File: src/rtl/fetch_prefetch.sv
// fetch_prefetch: fetch stage with a DEPTH-entry prefetch queue and a variable-latency memory handshake.
module fetch_prefetch #(
  parameter int ADDR_W = 32,
  parameter int INSTR_W = 32,
  parameter int DEPTH = 4,
  parameter logic [ADDR_W-1:0] RESET_PC = '0,
  parameter logic [ADDR_W-1:0] EXC_VEC = ADDR_W'(64),
  parameter logic [ADDR_W-1:0] PC_STEP = ADDR_W'(4)
) (
  input  logic               clock,
  input  logic               reset,
  input  logic               ex_if_stall,
  input  logic               fw_if_id_stall,
  input  logic               id_if_selfontepc,
  input  logic [1:0]         id_if_seltipopc,
  input  logic [ADDR_W-1:0]  id_if_rega,
  input  logic [ADDR_W-1:0]  id_if_pcimd2ext,
  input  logic [ADDR_W-1:0]  id_if_pcindex,
  output logic               if_gdm_en,
  output logic [ADDR_W-1:0]  if_gdm_addr,
  input  logic               gdm_if_valid,
  input  logic [INSTR_W-1:0] gdm_if_data,
  output logic               if_id_valid,
  output logic [INSTR_W-1:0] if_id_instrucao,
  output logic [ADDR_W-1:0]  if_id_proximopc
);
  localparam int PW = $clog2(DEPTH);
  localparam logic [PW:0] FULL = (PW+1)'(DEPTH);
  typedef enum logic [1:0] {IDLE, WAIT, DROP} state_t;
  state_t state_q, state_d;
  logic [ADDR_W-1:0] fpc_q, fpc_d, req_addr_q, req_addr_d, target, cur_addr;
  logic [PW-1:0] wptr_q, wptr_d, rptr_q, rptr_d;
  logic [PW:0] count_q, count_d;
  logic [ADDR_W-1:0] qpc_q [DEPTH];
  logic [INSTR_W-1:0] qins_q [DEPTH];
  logic id_valid_q, id_valid_d;
  logic [INSTR_W-1:0] id_instr_q, id_instr_d;
  logic [ADDR_W-1:0] id_pc_q, id_pc_d;
  logic stall, redirect, en, enq, deq, pending;
  always_comb begin
    stall = ex_if_stall | fw_if_id_stall;
    redirect = id_if_selfontepc & ~stall;
    target = id_if_seltipopc == 2'd0 ? id_if_pcimd2ext :
             id_if_seltipopc == 2'd1 ? id_if_rega :
             id_if_seltipopc == 2'd2 ? id_if_pcindex : EXC_VEC;
    cur_addr = state_q == IDLE ? fpc_q : req_addr_q;
    en = ~reset & (state_q != IDLE | count_q < FULL);
    enq = en & gdm_if_valid & (state_q != DROP) & ~redirect;
    deq = ~stall & ~redirect & (count_q != '0);
    pending = en & ~gdm_if_valid;
    // an unanswered request survives a redirect only as a response to be thrown away
    state_d = ~pending ? IDLE : (state_q == DROP | redirect) ? DROP : WAIT;
    fpc_d = redirect ? target : enq ? fpc_q + PC_STEP : fpc_q;
    req_addr_d = cur_addr;
    count_d = redirect ? '0 : count_q + (PW+1)'(enq) - (PW+1)'(deq);
    wptr_d = redirect ? '0 : wptr_q + PW'(enq);
    rptr_d = redirect ? '0 : rptr_q + PW'(deq);
    id_valid_d = stall ? id_valid_q : deq;
    id_instr_d = stall ? id_instr_q : deq ? qins_q[rptr_q] : '0;
    id_pc_d = stall ? id_pc_q : deq ? qpc_q[rptr_q] : '0;
  end
  always_ff @(posedge clock) begin
    if (reset) begin
      state_q <= IDLE;
      fpc_q <= RESET_PC;
      req_addr_q <= RESET_PC;
      count_q <= '0;
      wptr_q <= '0;
      rptr_q <= '0;
      id_valid_q <= 1'b0;
      id_instr_q <= '0;
      id_pc_q <= '0;
    end else begin
      state_q <= state_d;
      fpc_q <= fpc_d;
      req_addr_q <= req_addr_d;
      count_q <= count_d;
      wptr_q <= wptr_d;
      rptr_q <= rptr_d;
      id_valid_q <= id_valid_d;
      id_instr_q <= id_instr_d;
      id_pc_q <= id_pc_d;
    end
  end
  always_ff @(posedge clock) begin
    if (enq) begin
      qpc_q[wptr_q] <= cur_addr + PC_STEP;
      qins_q[wptr_q] <= gdm_if_data;
    end
  end
  assign if_gdm_en = en;
  assign if_gdm_addr = reset ? '0 : cur_addr;
  assign if_id_valid = id_valid_q;
  assign if_id_instrucao = id_instr_q;
  assign if_id_proximopc = id_pc_q;
endmodule

File: config.mk
export PLATFORM = sky130hd
export DESIGN_NAME = fetch_prefetch
export DESIGN_NICKNAME = d
export VERILOG_FILES = /design/src/rtl/fetch_prefetch.sv
export SDC_FILE = /design/constraint.sdc
export NUM_CORES = 1
export LEC_CHECK = 0
export CAP_MARGIN = 10
export CORE_ASPECT_RATIO = 0.75
export CORE_MARGIN = 1
export CORE_UTILIZATION = 50
export DETAILED_ROUTE_END_ITERATION = 16
export GPL_TIMING_DRIVEN = 0
export PLACE_DENSITY = 0.74
export SETUP_SLACK_MARGIN = 0.4
export SLEW_MARGIN = 20
export SYNTH_ARGS = -nofsm -noshare
export SYNTH_HDL_FRONTEND = slang
export SYNTH_SLANG_ARGS = --single-unit
File: constraint.sdc
create_clock -name clock -period 8.6 [get_ports clock]
set_clock_uncertainty 0.2 [all_clocks]
set_input_delay 0.86 -clock clock [delete_from_list [all_inputs] [get_ports clock]]
set_output_delay 0.86 -clock clock [all_outputs]
set_load 0.03 [all_outputs]
==> metrics.log <==
INFO  metric status = finished, final reports clean
INFO  metric hold_slack = 0.287 ns
INFO  metric grtUsageTotal = 0.247
INFO  metric crit_path_max_fanout = 10
INFO  metric hold_class = flop to flop
INFO  metric power_report.internal_total = 0.00315 W
INFO  metric cp_top_family = buffers and inverters
INFO  metric synth_common_cells = sky130_fd_sc_hd__edfxtp_1, sky130_fd_sc_hd__nor2_1, sky130_fd_sc_hd__dfxtp_1
INFO  metric multi_input_combinational_cell_area = between 0.005 and 0.006 sq mm
INFO  metric synth_ff_type = sky130_fd_sc_hd__edfxtp_1
INFO  metric worstPathCellList = buf_2 -> buf_2 -> nor2_1 -> clkbuf_1 -> nand2_1 -> a21oi_1 -> clkdlybuf4s50_1
INFO  metric peakVddDrop = 0.000154 V
INFO  metric layout-area-overhead-vs-synth = 26.0%
INFO  metric synthTopCellsByArea = sky130_fd_sc_hd__edfxtp_1, sky130_fd_sc_hd__dfxtp_1, sky130_fd_sc_hd__mux4_2
INFO  metric drive_above_1_share = 0.111
INFO  metric seq_area_frac_synth = 0.645
INFO  metric synth.yosys.warnings = 0
INFO  metric first_pass_grt_wire_length = 62.3 mm
INFO  metric ctsRootBufferMaster = sky130_fd_sc_hd__clkbuf_16
INFO  metric synth-edff-count = 256
INFO  metric p_leak = 6.68 nW
INFO  metric timing.setup.tns = 0 ns
INFO  metric cts_max_path_buffers = 3
INFO  metric tightest_slew = 1.02 ns
INFO  metric core = 0.0315 sq mm
INFO  metric setup.worst_path.end_class = output port
INFO  metric cts_htree_levels = 2
INFO  metric detail_route.wl_per_cell = 21.3 microns
INFO  metric setup-violations-final = 0
INFO  metric power.density_cell_area = around 200 mW/mm^2
INFO  metric slowest_delay = roughly 0.76 ns
INFO  metric worst_r2r_path_depth = 12
INFO  metric final_core_utilization = 0.647
INFO  metric layout_min_cycle_time = 4.99 ns
INFO  metric vias = between 10k and 15k
INFO  metric vias_in_the_first_global_route = roughly 11k
INFO  metric grt_max_degree = 35
INFO  metric detail_route.drc_violations = 0
INFO  metric die_area = about 0.033 sq mm
INFO  metric rows = 56
INFO  metric max_clock_freq = 0.200 GHz
INFO  metric power = 0.00406 W
INFO  metric routed_via_density = 5.84
INFO  metric routabilityCongestion = 0.935
INFO  metric portBuffers = 230
INFO  metric drtAntennaViolNets = 0
INFO  metric number_of_filler_cells_placed_in_the_layout = 2346
INFO  metric worst_r2r_startpoint = state_q[0]
INFO  metric synthesis.area_per_instance = ~14 sq um
INFO  metric tritoncts_num_sinks = 394
INFO  metric worst_hold_startpoint = req_addr_q[0]
INFO  metric cpMaxStageDelayCell = sky130_fd_sc_hd__nor2_1
INFO  metric cap_violations = 0
INFO  metric globalRouteOverflowTotal = 0
INFO  metric cts_buffer_count = 38
INFO  metric drt-initial-drc-count = 802
INFO  metric timing.hold.worst_path_depth = 2
INFO  metric cts_tree = yes
INFO  metric grt_setup_unrepaired = no
INFO  metric cp.required = 7.54 ns
INFO  metric pre_cts_slack = between 4 and 5 ns
INFO  metric cts.clk_slew.worst_paths = 0.06 ns
INFO  metric timing.hold.worst_endpoint = req_addr_q[0]
INFO  metric quantity_of_hold_fixing_buffers_added_after_cts = 0
INFO  metric timing.final.hold_violations = 0
INFO  metric maxSlewViolCount = 0
INFO  metric synthDominantCellAreaShare = 0.475
INFO  metric synth.most_common_cell = sky130_fd_sc_hd__edfxtp_1
INFO  metric ys_ff_latch = 394
INFO  metric timing.reg2reg.setup_slack = 3.97 ns
INFO  metric floorplan.die.width = between 200 and 250 microns
INFO  metric cp.depth = 7
INFO  metric post-cts-setup-buffer-count = 0
INFO  metric crit_path_arrival_time = a little under 4 ns
INFO  metric p_clk_frac = 0.390
INFO  metric first_pass_iters = 5
INFO  metric worst-path-buf-inv = 4
INFO  metric sequential_cell_area = around 0.010 sq mm
INFO  metric relSlewSlack = 0.323
INFO  metric timing.setup.critical_path_class = flop to output port
INFO  metric final_net_count = 1600
INFO  metric grt_antenna_before_repair = 0
INFO  metric switching_share = 0.225
INFO  metric syn-instance-count = 1162
INFO  metric synth-async-reset-ratio = 0
INFO  metric syn_nets = between 1k and 1.5k
INFO  metric initial_core_util = 0.514
INFO  metric post-route-worst-setup-slack = approximately 3.6 ns
INFO  metric total_wirelength_of_the_detailed_routed_design = slightly above 40 mm
INFO  metric synth.lib_cells_used.distinct = 57
INFO  metric synth_largest_area_cell = sky130_fd_sc_hd__edfxtp_1
INFO  metric critical_path.startpoint_type = flop
INFO  metric mappedNetlistArea = 0.0162 sq mm
INFO  metric cts_resized = 0
INFO  metric antenna-diode-count = 0
INFO  metric min_period_over_period = 0.581
INFO  metric post_detail_place_hpwl = about 29 mm
INFO  metric proportion_of_power_drawn_by_combinational_gates = 0.092
INFO  metric clock_latency_of_the_later_clocked_register_in_the_worst_skew_pair = between 0.5 and 0.6 ns
INFO  metric crit_path_top_cell_by_count = sky130_fd_sc_hd__buf_2
INFO  metric netSwitchingPower = 0.000915 W
INFO  metric die_y = approximately 160 microns
INFO  metric number_of_primary_i_o_pins = 234
INFO  metric r2r_end = qpc_q[3][30]
INFO  metric seq_power_share = 0.518
[metal layers]
layer / wire, microns / share of wire / GRT usage / vias to the layer above
li1: - / - / - / 5016
met1: 18100 / 0.45 / 0.348 / 5534
met2: 18900 / 0.47 / 0.402 / 416
met3: 2500 / 0.062 / 0.0393 / 65
met4: 750 / 0.019 / 0.0647 / 0
met5: 0 / 0 / 0 / -
[per-stage QoR]
stage | area, sq um | std cells
2_1_floorplan | 16200 | 1162
3_3_place_gp | 19000 | 1798
3_5_place_dp | 19200 | 1823
4_1_cts | 20400 | 1890
5_1_grt | 20400 | 1890
6_report | 20400 | 1890
[logic make-up after synthesis]
family / synth area share
AOI/OAI and AO/OA: 0.0783
xor gates and xnor gates: 0.0330
adders and majority gates: 0.00587
buffers and inverters: 0.0229
DFF: 0.645
muxes: 0.125
and+or+nand+nor: 0.0896
[placed cells by master (no fill, tap or decap), drive strengths merged, types with 27 or more instances in the layout]
cell type      instances
nor2                 144
clkbuf               110
dfxtp                138
mux4                  64
buf                   47
a211oi                55
mux2i                 57
clkdlybuf4s50        230
xor2                  27
nand2                 66
a22oi                 67
xnor2                 34
edfxtp               256
[area by class of cell]
type / count / share of cell area
sequential: 394 / 0.512
multi-input combinational: 676 / 0.264
timing repair buffer: 255 / 0.124
clock buffer: 52 / 0.0507
tap: 406 / 0.0249
buffer: 80 / 0.0160
clock inverter: 15 / 0.00625
inverter: 12 / 0.00221
[flip-flops by register name, indices dropped and copies added, names as in the netlist]
name	flops
qpc_q	128
if_id_instrucao	32
req_addr_q	32
rptr_q	2
count_q	3
state_q	2
if_id_valid	1
qins_q	128
if_id_proximopc	32
fpc_q	32
wptr_q	2
[worst max-delay path by stage]
stage / to / from
3_5_place_dp: if_gdm_addr[19] / reset
4_1_cts: if_gdm_addr[19] / state_q[0]
3_3_place_gp: qins_q[1][5] / gdm_if_valid
2_1_floorplan: qins_q[2][0] / reset
6_report: if_gdm_addr[19] / state_q[0]
5_1_grt: if_gdm_addr[19] / state_q[0]
[tightest hold or removal path, delay by kind of cell, from the launching register on]
| family | cells | cell delay (ns) |
|---|---|---|
| and+or+nand+nor | 1 | 0.06 |
| AOI/OAI and AO/OA | 1 | 0.07 |
| DFF | 1 | 0.30 |
[power groups by stage]
stage | logic, W | registers [W] | clock network [W]
floorplan | 0.000190 | 0.00215 | 0
global placement | 0.000357 | 0.00215 | 0
detailed placement | 0.000373 | 0.00214 | 0
CTS | 0.000376 | 0.00210 | 0.00162
global route | 0.000402 | 0.00211 | 0.00168
finish | 0.000375 | 0.00210 | 0.00158
Note: power is estimated with default switching activity, not from simulation.
